File: src/rtl/uart_tx_framed_if.sv
// Character handshake between a ready/valid producer and the framed UART transmitter.
interface uart_tx_framed_if #(
    parameter int DataBits = 8
);
    logic [DataBits-1:0] DataIn;
    logic                DataInValid;
    logic                DataInReady;

    modport master (output DataIn, output DataInValid, input DataInReady);
    modport slave  (input DataIn, input DataInValid, output DataInReady);
endinterface

File: src/rtl/uart_tx_framed.sv
// Parametrised UART transmitter: small input FIFO, runtime parity/stop/baud settings,
// back-to-back frames when characters are queued.
module uart_tx_framed #(
    parameter int DataBits     = 8,
    parameter int FifoDepth    = 4,
    parameter int DivisorWidth = 16
) (
    input  logic                       Clock,
    input  logic                       Reset,
    uart_tx_framed_if.slave            DataPort,
    input  logic [DivisorWidth-1:0]    Divisor,
    input  logic                       ParityEn,
    input  logic                       ParityOdd,
    input  logic                       TwoStop,
    output logic                       SOut,
    output logic                       Busy,
    output logic [$clog2(FifoDepth):0] FifoCount
);
    localparam int PtrW = $clog2(FifoDepth);
    localparam int CntW = PtrW + 1;
    localparam int BitW = $clog2(DataBits + 1);

    typedef enum logic [2:0] {
        StIdle   = 3'd0,
        StStart  = 3'd1,
        StData   = 3'd2,
        StParity = 3'd3,
        StStop   = 3'd4
    } state_t;

    function automatic logic parityOf(input logic [DataBits-1:0] d);
        return ^d;
    endfunction

    logic [DataBits-1:0]     fifoMem_r [FifoDepth];
    logic [PtrW-1:0]         wrPtr_r;
    logic [PtrW-1:0]         rdPtr_r;
    logic [CntW-1:0]         count_r;
    logic                    live_r;
    logic                    push_s;
    logic                    pop_s;
    logic                    empty_s;
    logic                    full_s;
    logic [DataBits-1:0]     head_s;

    state_t                  state_r;
    state_t                  stateNext_s;
    logic [DivisorWidth-1:0] cycleCnt_r;
    logic [DivisorWidth-1:0] cycleNext_s;
    logic [BitW-1:0]         bitCnt_r;
    logic [BitW-1:0]         bitNext_s;
    logic [DataBits-1:0]     shiftReg_r;
    logic [DataBits-1:0]     shiftNext_s;
    logic                    sOut_r;
    logic                    sOutNext_s;
    logic                    bitEnd_s;

    logic [DivisorWidth-1:0] divEff_r;
    logic                    parEn_r;
    logic                    parBit_r;
    logic                    twoStop_r;

    assign empty_s = (count_r == CntW'(0));
    assign full_s  = (count_r == CntW'(FifoDepth));
    assign head_s  = fifoMem_r[rdPtr_r];
    assign push_s  = DataPort.DataInValid && DataPort.DataInReady;

    // live_r holds ready low until the first edge that sees Reset released
    assign DataPort.DataInReady = live_r && !full_s;
    assign SOut      = sOut_r;
    assign Busy      = (state_r != StIdle) || !empty_s;
    assign FifoCount = count_r;
    assign bitEnd_s  = (cycleCnt_r == (divEff_r - DivisorWidth'(1)));

    // FIFO storage array, written on accepted handshakes
    always_ff @(posedge Clock) begin
        if (push_s) begin
            fifoMem_r[wrPtr_r] <= DataPort.DataIn;
        end
    end

    // FIFO pointers, occupancy and ready enable
    always_ff @(posedge Clock) begin
        if (!Reset) begin
            wrPtr_r <= PtrW'(0);
            rdPtr_r <= PtrW'(0);
            count_r <= CntW'(0);
            live_r  <= 1'b0;
        end else begin
            live_r <= 1'b1;
            if (push_s) begin
                wrPtr_r <= wrPtr_r + PtrW'(1);
            end
            if (pop_s) begin
                rdPtr_r <= rdPtr_r + PtrW'(1);
            end
            case ({push_s, pop_s})
                2'b10:   count_r <= count_r + CntW'(1);
                2'b01:   count_r <= count_r - CntW'(1);
                default: count_r <= count_r;
            endcase
        end
    end

    // Frame sequencing: next state, counters, shifter and next line level
    always_comb begin
        stateNext_s = state_r;
        pop_s       = 1'b0;
        sOutNext_s  = sOut_r;
        cycleNext_s = cycleCnt_r + DivisorWidth'(1);
        bitNext_s   = bitCnt_r;
        shiftNext_s = shiftReg_r;
        case (state_r)
            StIdle: begin
                cycleNext_s = DivisorWidth'(0);
                bitNext_s   = BitW'(0);
                if (!empty_s) begin
                    pop_s       = 1'b1;
                    stateNext_s = StStart;
                    sOutNext_s  = 1'b0;
                    shiftNext_s = head_s;
                end else begin
                    stateNext_s = StIdle;
                    sOutNext_s  = 1'b1;
                end
            end
            StStart: begin
                if (bitEnd_s) begin
                    stateNext_s = StData;
                    cycleNext_s = DivisorWidth'(0);
                    bitNext_s   = BitW'(0);
                    sOutNext_s  = shiftReg_r[0];
                end else begin
                    stateNext_s = StStart;
                end
            end
            StData: begin
                if (bitEnd_s) begin
                    cycleNext_s = DivisorWidth'(0);
                    if (bitCnt_r == BitW'(DataBits - 1)) begin
                        bitNext_s = BitW'(0);
                        if (parEn_r) begin
                            stateNext_s = StParity;
                            sOutNext_s  = parBit_r;
                        end else begin
                            stateNext_s = StStop;
                            sOutNext_s  = 1'b1;
                        end
                    end else begin
                        bitNext_s   = bitCnt_r + BitW'(1);
                        shiftNext_s = {1'b0, shiftReg_r[DataBits-1:1]};
                        sOutNext_s  = shiftReg_r[1];
                    end
                end else begin
                    stateNext_s = StData;
                end
            end
            StParity: begin
                if (bitEnd_s) begin
                    stateNext_s = StStop;
                    cycleNext_s = DivisorWidth'(0);
                    bitNext_s   = BitW'(0);
                    sOutNext_s  = 1'b1;
                end else begin
                    stateNext_s = StParity;
                end
            end
            StStop: begin
                if (bitEnd_s) begin
                    cycleNext_s = DivisorWidth'(0);
                    if (twoStop_r && (bitCnt_r == BitW'(0))) begin
                        bitNext_s  = BitW'(1);
                        sOutNext_s = 1'b1;
                    end else if (!empty_s) begin
                        // chain straight into the next start bit, no idle gap
                        pop_s       = 1'b1;
                        stateNext_s = StStart;
                        bitNext_s   = BitW'(0);
                        sOutNext_s  = 1'b0;
                        shiftNext_s = head_s;
                    end else begin
                        stateNext_s = StIdle;
                        bitNext_s   = BitW'(0);
                        sOutNext_s  = 1'b1;
                    end
                end else begin
                    stateNext_s = StStop;
                end
            end
            default: begin
                stateNext_s = StIdle;
                cycleNext_s = DivisorWidth'(0);
                bitNext_s   = BitW'(0);
                sOutNext_s  = 1'b1;
            end
        endcase
    end

    // FSM state, counters, shift register and line flop
    always_ff @(posedge Clock) begin
        if (!Reset) begin
            state_r    <= StIdle;
            cycleCnt_r <= DivisorWidth'(0);
            bitCnt_r   <= BitW'(0);
            shiftReg_r <= DataBits'(0);
            sOut_r     <= 1'b1;
        end else begin
            state_r    <= stateNext_s;
            cycleCnt_r <= cycleNext_s;
            bitCnt_r   <= bitNext_s;
            shiftReg_r <= shiftNext_s;
            sOut_r     <= sOutNext_s;
        end
    end

    // Per-frame configuration shadow, captured as each character is popped
    always_ff @(posedge Clock) begin
        if (!Reset) begin
            divEff_r  <= DivisorWidth'(2);
            parEn_r   <= 1'b0;
            parBit_r  <= 1'b0;
            twoStop_r <= 1'b0;
        end else if (pop_s) begin
            divEff_r  <= (Divisor < DivisorWidth'(2)) ? DivisorWidth'(2) : Divisor;
            parEn_r   <= ParityEn;
            parBit_r  <= parityOf(head_s) ^ ParityOdd;
            twoStop_r <= TwoStop;
        end else begin
            divEff_r  <= divEff_r;
            parEn_r   <= parEn_r;
            parBit_r  <= parBit_r;
            twoStop_r <= twoStop_r;
        end
    end
endmodule

File: src/flat_wrapper.sv
// flat-port wrapper written by rule: the top's interface ports become plain ports
module uart_tx_framed_flat 
#(
    parameter int DataBits     = 8,
    parameter int FifoDepth    = 4,
    parameter int DivisorWidth = 16
)
  (Clock, Reset, Divisor, ParityEn, ParityOdd, TwoStop, SOut, Busy, FifoCount, DataPort_DataIn, DataPort_DataInValid, DataPort_DataInReady);
  uart_tx_framed_if #(.DataBits(DataBits)) DataPort_i ();
  input  logic Clock;
  input  logic Reset;
  input  logic [DivisorWidth-1:0] Divisor;
  input  logic ParityEn;
  input  logic ParityOdd;
  input  logic TwoStop;
  output logic SOut;
  output logic Busy;
  output logic [$clog2(FifoDepth):0] FifoCount;
  input wire logic [$bits(DataPort_i.DataIn)-1:0] DataPort_DataIn;
  input wire logic [$bits(DataPort_i.DataInValid)-1:0] DataPort_DataInValid;
  output wire logic [$bits(DataPort_i.DataInReady)-1:0] DataPort_DataInReady;
  assign DataPort_i.DataIn = DataPort_DataIn;
  assign DataPort_i.DataInValid = DataPort_DataInValid;
  assign DataPort_DataInReady = DataPort_i.DataInReady;
  uart_tx_framed #(.DataBits(DataBits), .FifoDepth(FifoDepth), .DivisorWidth(DivisorWidth)) u_core (.Clock(Clock), .Reset(Reset), .DataPort(DataPort_i), .Divisor(Divisor), .ParityEn(ParityEn), .ParityOdd(ParityOdd), .TwoStop(TwoStop), .SOut(SOut), .Busy(Busy), .FifoCount(FifoCount));
endmodule
File: config.mk
export PLATFORM = sky130hd
export DESIGN_NAME = uart_tx_framed_flat
export DESIGN_NICKNAME = d
export VERILOG_FILES = /design/src/rtl/uart_tx_framed_if.sv /design/src/rtl/uart_tx_framed.sv /design/src/flat_wrapper.sv
export SDC_FILE = /design/constraint.sdc
export NUM_CORES = 1
export LEC_CHECK = 0
export CORE_ASPECT_RATIO = 0.7
export CORE_MARGIN = 3
export CORE_UTILIZATION = 36
export CTS_CLUSTER_DIAMETER = 200
export CTS_CLUSTER_SIZE = 28
export DETAILED_ROUTE_END_ITERATION = 6
export PLACE_DENSITY_LB_ADDON = 0.12
export SLEW_MARGIN = 20
export SYNTH_ARGS = -nofsm -noshare
export SYNTH_HDL_FRONTEND = slang
export SYNTH_SLANG_ARGS = --single-unit
File: constraint.sdc
create_clock -name Clock -period 5.71 [get_ports Clock]
set_input_delay 0.571 -clock Clock [delete_from_list [all_inputs] [get_ports Clock]]
set_output_delay 0.571 -clock Clock [all_outputs]
set_load 0.02 [all_outputs]
==> impl_metrics.tcl, run 1 <==
set metrics [dict create \
    outcome "completed" \
    ys_types 65 \
    antenna_found_initial 0 \
    nets 550 \
    finalSetupViolCount 0 \
    clockBufferDepth 2 \
    gp_congestion 0.856 \
    antenna_left 0 \
    dpl_cell_area_mm2 0.00522 \
    synth_flop_cell "dfxtp_1" \
    power.density_mw_per_mm2 449 \
    hp-class "reg -> reg" \
    placedCellCount 661 \
    fmax_mhz 248 \
    vias 3753 \
    row_count 34 \
    tightestPinTransition_ps 980 \
    hold_violations 0 \
    fin_crit_sh_pct 70.5 \
    avgSynthCellArea_um2 9.71 \
    start_util_pct 37.6 \
    critical_path.max_fanout 9 \
    crit_chain "inv_1 -> ha_1 -> or4b_1 -> nor4_1 -> and4b_1 -> a311o_1 -> and2_1 -> a21oi_1 -> nor2_1 -> ha_1 -> inv_1 -> fa_1 -> xor2_1 -> or3_1 -> a21oi_1" \
    async_reset_ff_share_pct 0 \
    overflow 0 \
    die_width_um 144 \
    area_growth_pct 15.8 \
    period_needed_ps 4030 \
    cp-start-kind "flip-flop" \
    avgViaCountPerCell 5.54 \
    first_iter_violations 284 \
    max-slew-margin-rel_pct 34.4 \
    hpwl_um 8740 \
    cts_tree "built" \
    yosysSeqAreaShare_pct 45.8 \
    timing.hold.ws_ps 480 \
    core-area_mm2 0.0127 \
    io_buffers 35 \
    cts_hold_buf 0 \
    fin_cells 677 \
    grt_pass1_wl_um 19500 \
    mappedNetlistNets 531 \
    slew_violations 0 \
    path_class "reg -> reg" \
    drive_gt1_share_pct 9.13 \
    grt_max_degree 37 \
    antenna_cells 0 \
    yosysWarnings 0 \
    grt.total_usage_pct 17.4 \
    drc_errors 0 \
    crit_arrival_ps 4310 \
    ir_drop_mv 0.175 \
    insertion_delay_ps 350 \
    cts_resized 0 \
    totalWireLength_um 12100 \
    cts_sinks 93 \
    cts_root_buf "clkbuf_16" \
    cp-end-kind "flip-flop" \
    finClkSkew_ps 16.0 \
    synth_cells 491 \
    grt_pass1_vias 3516 \
    max_stage_delay_ps 570 \
    cts.reportedPaths.clkPinSlew_ps 70 \
    dieArea_mm2 0.0147 \
    wl_per_cell_um 17.8 \
    rsz0062_at_grt "false" \
    leakagePower_nw 1.91 \
    dr.pass1.iters 5 \
    yosys_register_bits 93 \
    synth_edf_count 32 \
    cts_max_level 3 \
    crit_slowest_cell "or4b_1" \
    syn_area_mm2 0.00477 \
    post-cts-setup-buffers 0 \
    cp.required_ps 5990 \
    fin_area_mm2 0.00552 \
    tns_ps 0 \
    fin_util_pct 43.5 \
    cts-buffers-inserted 9 \
    die_h_um 102 \
    maxCapViolations 0 \
    ioPinCount 36 \
]
report_power, final:
| part | internal, mW | switching [mW] |
|---|---|---|
| logic | 0.408 | 0.546 |
| registers | 0.790 | 0.133 |
| clock network | 0.309 | 0.287 |
critical path: cells and delay by family, from the launching register on:
kind            cells  cell delay, ps
flops               1             390
compound gates      3             410
buf+inv             2             150
simple gates        6            1920
xor+xnor            1             160
fa+ha+maj           3             930
stage by stage:
step	power [mW]	setup WS (ps)
after floorplan	1.62	1840
after global placement	1.87	1890
after detailed placement	1.88	1700
after CTS	2.49	1680
after global routing	2.64	1370
final	2.47	1680
final timing paths:
kind / cells past startpoint / startpoint / slack (ps) / to
worst max-delay path: 15 / u_core.divEff_r[0] / 1680 / u_core.FifoCount[2]
worst min-delay path: 2 / u_core.shiftReg_r[7] / 480 / u_core.shiftReg_r[7]
worst max register to register: 15 / u_core.divEff_r[0] / 1680 / u_core.FifoCount[2]
worst min register to register: 2 / u_core.shiftReg_r[7] / 480 / u_core.shiftReg_r[7]
metal layers:
metal / up-vias / GRT usage [%] / routed length (µm)
met5: - / 0 / 0
met4: 0 / 4.70 / 125
met3: 11 / 4.82 / 846
met2: 121 / 21.7 / 4480
met1: 1791 / 28.4 / 6620
li1: 1830 / - / -
registers in the layout, summed over array words and instances (netlist names), 3 cells and up, named ones only:
signal,count
u_core.divEff_r,16
u_core.bitCnt_r,4
u_core.FifoCount,3
u_core.cycleCnt_r,16
u_core.shiftReg_r,8
u_core.fifoMem_r,32
u_core.state_r,3
cell families (layout without fill, tap and decap cells):
| logic type | after synthesis | in the layout | share of synthesized area [%] |
|---|---|---|---|
| XOR/XNOR | 43 | 43 | 7.90 |
| AO/OA/AOI/OAI | 101 | 101 | 12.9 |
| AND/OR/NAND/NOR | 174 | 174 | 20.0 |
| flip-flops | 93 | 93 | 45.8 |
| buffers and inverters | 50 | 74 | 4.25 |
| multiplexers | 20 | 20 | 6.35 |
| adder cells (fa/ha/maj) | 10 | 10 | 2.78 |
synth_stat cells, drive strengths merged, types with 3 or more instances:
cell type,instances,share of area (%)
nor2,36,2.8
buf,8,0.95
mux2i,10,2.1
clkbuf,23,1.8
inv,18,1.4
nor3,16,1.7
a31oi,3,0.39
a21oi,39,4.2
dfxtp,61,26
nor3b,5,1.3
nor4,7,0.92
nand4,7,1.1
o21ai,32,3.7
or4,6,1.1
xnor2,21,3.9
edfxtp,32,20
o211ai,4,0.63
and3,8,1.1
or3,4,0.63
mux4,8,3.8
nand2,23,2.0
xor2,22,4.0
and2,4,0.52
nand3,43,4.5
nor2b,5,0.66
ha,9,2.4
placed cells by master, fill, tap and decap left out, types with 2 or more instances in the layout:
cell type	netlist	layout
o211ai_1	4	4
and2_1	4	4
nand2b_1	2	2
nor2b_1	5	5
a311oi_1	2	2
nor4_1	7	7
inv_1	18	18
buf_4	3	4
a31oi_1	3	3
xnor2_1	21	21
nand3_1	43	43
mux4_2	8	8
a21oi_1	38	38
clkdlybuf4s50_1	0	35
xor2_1	22	22
or3_1	3	3
a211oi_1	2	2
nand4_1	6	6
clkbuf_16	0	9
nor3_1	16	16
nand2_1	22	22
o31ai_1	2	2
nor3b_2	5	5
o41ai_1	2	2
ha_1	9	9
mux2_2	2	2
inv_8	0	2
mux2i_1	10	10
dfxtp_1	61	61
clkinv_4	0	3
or4_1	4	4
nor4b_1	2	2
edfxtp_1	32	32
or4_4	2	2
nor2_1	36	36
o21ai_0	30	29
and3_1	8	8
area by class of cell:
class | instances | area (µm²)
clock buffer | 9 | 225
clock inverter | 7 | 73.8
fill | 1215 | 7160
inverter | 19 | 71.3
multi-input combinational | 348 | 2380
sequential | 93 | 2180
tap | 162 | 203
timing repair buffer | 39 | 380
Power figures use the tool's default switching activity.
==> inputs of run 2 (changes only) <==
clock period = 3.5 ns   (was 5.71 ns; I/O delays follow)
==> run 2 against run 1 <==
  * Die area stayed put
  * Clock skew is 5.4 ps lower
  * Global-route usage fell by 0.075 points
  * Wire length up 0.69%
  * Flip-flop and latch count is the same
  * Combinational power increased by 96%
  * Clock-buffer cell count stayed put
  * Register-to-register slack worse by 1700 ps
  * Hold slack got worse by 8.4 ps
  * Worst setup slack lost 1700 ps
  * Core utilization increased by 2.1 points
  * Non-clock buffer count up 26
==> impl_metrics.tcl, run 2 (synthesis gave the netlist of run 1 again) <==
set metrics [dict create \
    pre_cts_slack_ps 3.57 \
    antenna_cells 0 \
    antenna_found_initial 0 \
    reg_top3 "u_core.fifoMem_r x32, u_core.cycleCnt_r x16, u_core.divEff_r x16" \
    fin_crit_sh_pct 99.2 \
    hpwl_um 8830 \
    path_class "reg -> reg" \
    cp_top_family "simple AND/OR/NAND/NOR gates" \
    antenna_left 0 \
    period_needed_ps 3470 \
    dr.pass1.iters 5 \
    layout_commonest_cell "dfxtp_1" \
    hp-class "reg -> reg" \
    cts_tree "built" \
    dieArea_mm2 0.0147 \
    wl_per_cell_um 17.3 \
    final_cell_mix "57 x dfxtp_1, 43 x nand3_1, 37 x a21oi_1" \
    fin_area_mm2 0.00578 \
    drive_gt1_share_pct 16.1 \
    cts.reportedPaths.clkPinSlew_ps 80 \
    outcome "completed" \
    grt_pass1_wl_um 19600 \
    grt.total_usage_pct 17.3 \
    die_width_um 144 \
    io_buffers 35 \
    start_util_pct 37.6 \
    power.density_mw_per_mm2 751 \
    crit_slowest_cell "or4_4" \
    drc_errors 0 \
    tns_ps 0 \
    ir_drop_mv 0.334 \
    finalSetupViolCount 0 \
    cp.required_ps 3780 \
    finClkSkew_ps 10.6 \
    cts_sinks 93 \
    overflow 0 \
    crit_path_start "u_core.divEff_r[10]" \
    critical_path.max_fanout 2 \
    leakagePower_nw 2.05 \
    first_iter_violations 269 \
    placedCellCount 684 \
    totalWireLength_um 12200 \
    crit_chain "or3_4 -> or4_4 -> or4_4 -> a21oi_4 -> and4_4 -> a21oi_4 -> nor2_4 -> ha_4 -> inv_2 -> fa_2 -> xor2_2 -> or3_1 -> a21oi_1" \
    area_growth_pct 21.4 \
    cp-end-kind "flip-flop" \
    die_h_um 102 \
    core-area_mm2 0.0127 \
    slew_violations 0 \
    fin_cells 703 \
    fmax_mhz 288 \
    nets 576 \
    grt_pass1_vias 3513 \
    max_flop_register "u_core.fifoMem_r" \
    hold_violations 0 \
    maxCapViolations 0 \
    power_mw 4.34 \
    cts_max_level 3 \
    max-slew-margin-rel_pct 51.5 \
    timing.hold.ws_ps 472 \
    ioPinCount 36 \
    worst-path-buf-inv 1 \
    max_stage_delay_ps 540 \
    vias 3847 \
    min_from "u_core.rdPtr_r[1]" \
    dpl_cell_area_mm2 0.00544 \
    r2r-start "u_core.divEff_r[10]" \
    row_count 34 \
    avgViaCountPerCell 5.47 \
    fin_ws_ps 29.3 \
    fin_util_pct 45.6 \
    clockBufferDepth 2 \
    cts_root_buf "clkbuf_16" \
    cp-start-kind "flip-flop" \
    insertion_delay_ps 350 \
    tightestPinTransition_ps 720 \
    grt_max_degree 22 \
    rsz0062_at_grt "true" \
    cts-buffers-inserted 9 \
    gp_congestion 0.903 \
    largest_reg_flops 32 \
    crit_arrival_ps 3750 \
]
## run 2: final cells by class
type,count,area [µm²]
Fill cell,1194,6890
Clock inverter,7,73.8
Inverter,19,71.3
Multi-Input combinational cell,348,2450
Timing Repair Buffer,65,576
Tap cell,162,203
Sequential cell,93,2190
Clock buffer,9,225
## run 2: layer usage
metal	up-vias	share of wire [%]	wire length [µm]	track usage (%)
met5	-	0	0	0
met4	0	0.66	80	3.26
met3	6	6.9	835	4.12
met2	112	38	4630	22.0
met1	1842	54	6610	28.9
li1	1887	-	-	-
## run 2: repair_timing
| action | CTS | global route |
|---|---|---|
| hold buffers | 0 | 0 |
| gates resized for setup | 0 | 7 |
| pin swaps | 5 | 8 |
| buffers inserted | 3 | 0 |
| endpoints found under the setup margin | 1 | 1 |
## run 2: worst paths after layout
kind / endpoint / slack [ps] / cells after the start
worst max-delay path: u_core.FifoCount[2] / 30 / 13
worst min-delay path: u_core.rdPtr_r[1] / 470 / 2
worst max register to register: u_core.FifoCount[2] / 30 / 13
worst min register to register: u_core.rdPtr_r[1] / 470 / 2
## run 2: report_power, final
part           switching, mW  internal [mW]
Clock                  0.473          0.506
Sequential             0.199           1.29
Combinational           1.01          0.867
Total                   1.68           2.67
## run 2: tightest hold or removal path, cell delays in order (launching register included)
cell	delay [ps]
dfxtp_1	310
nand2_1	50
mux2i_1	70
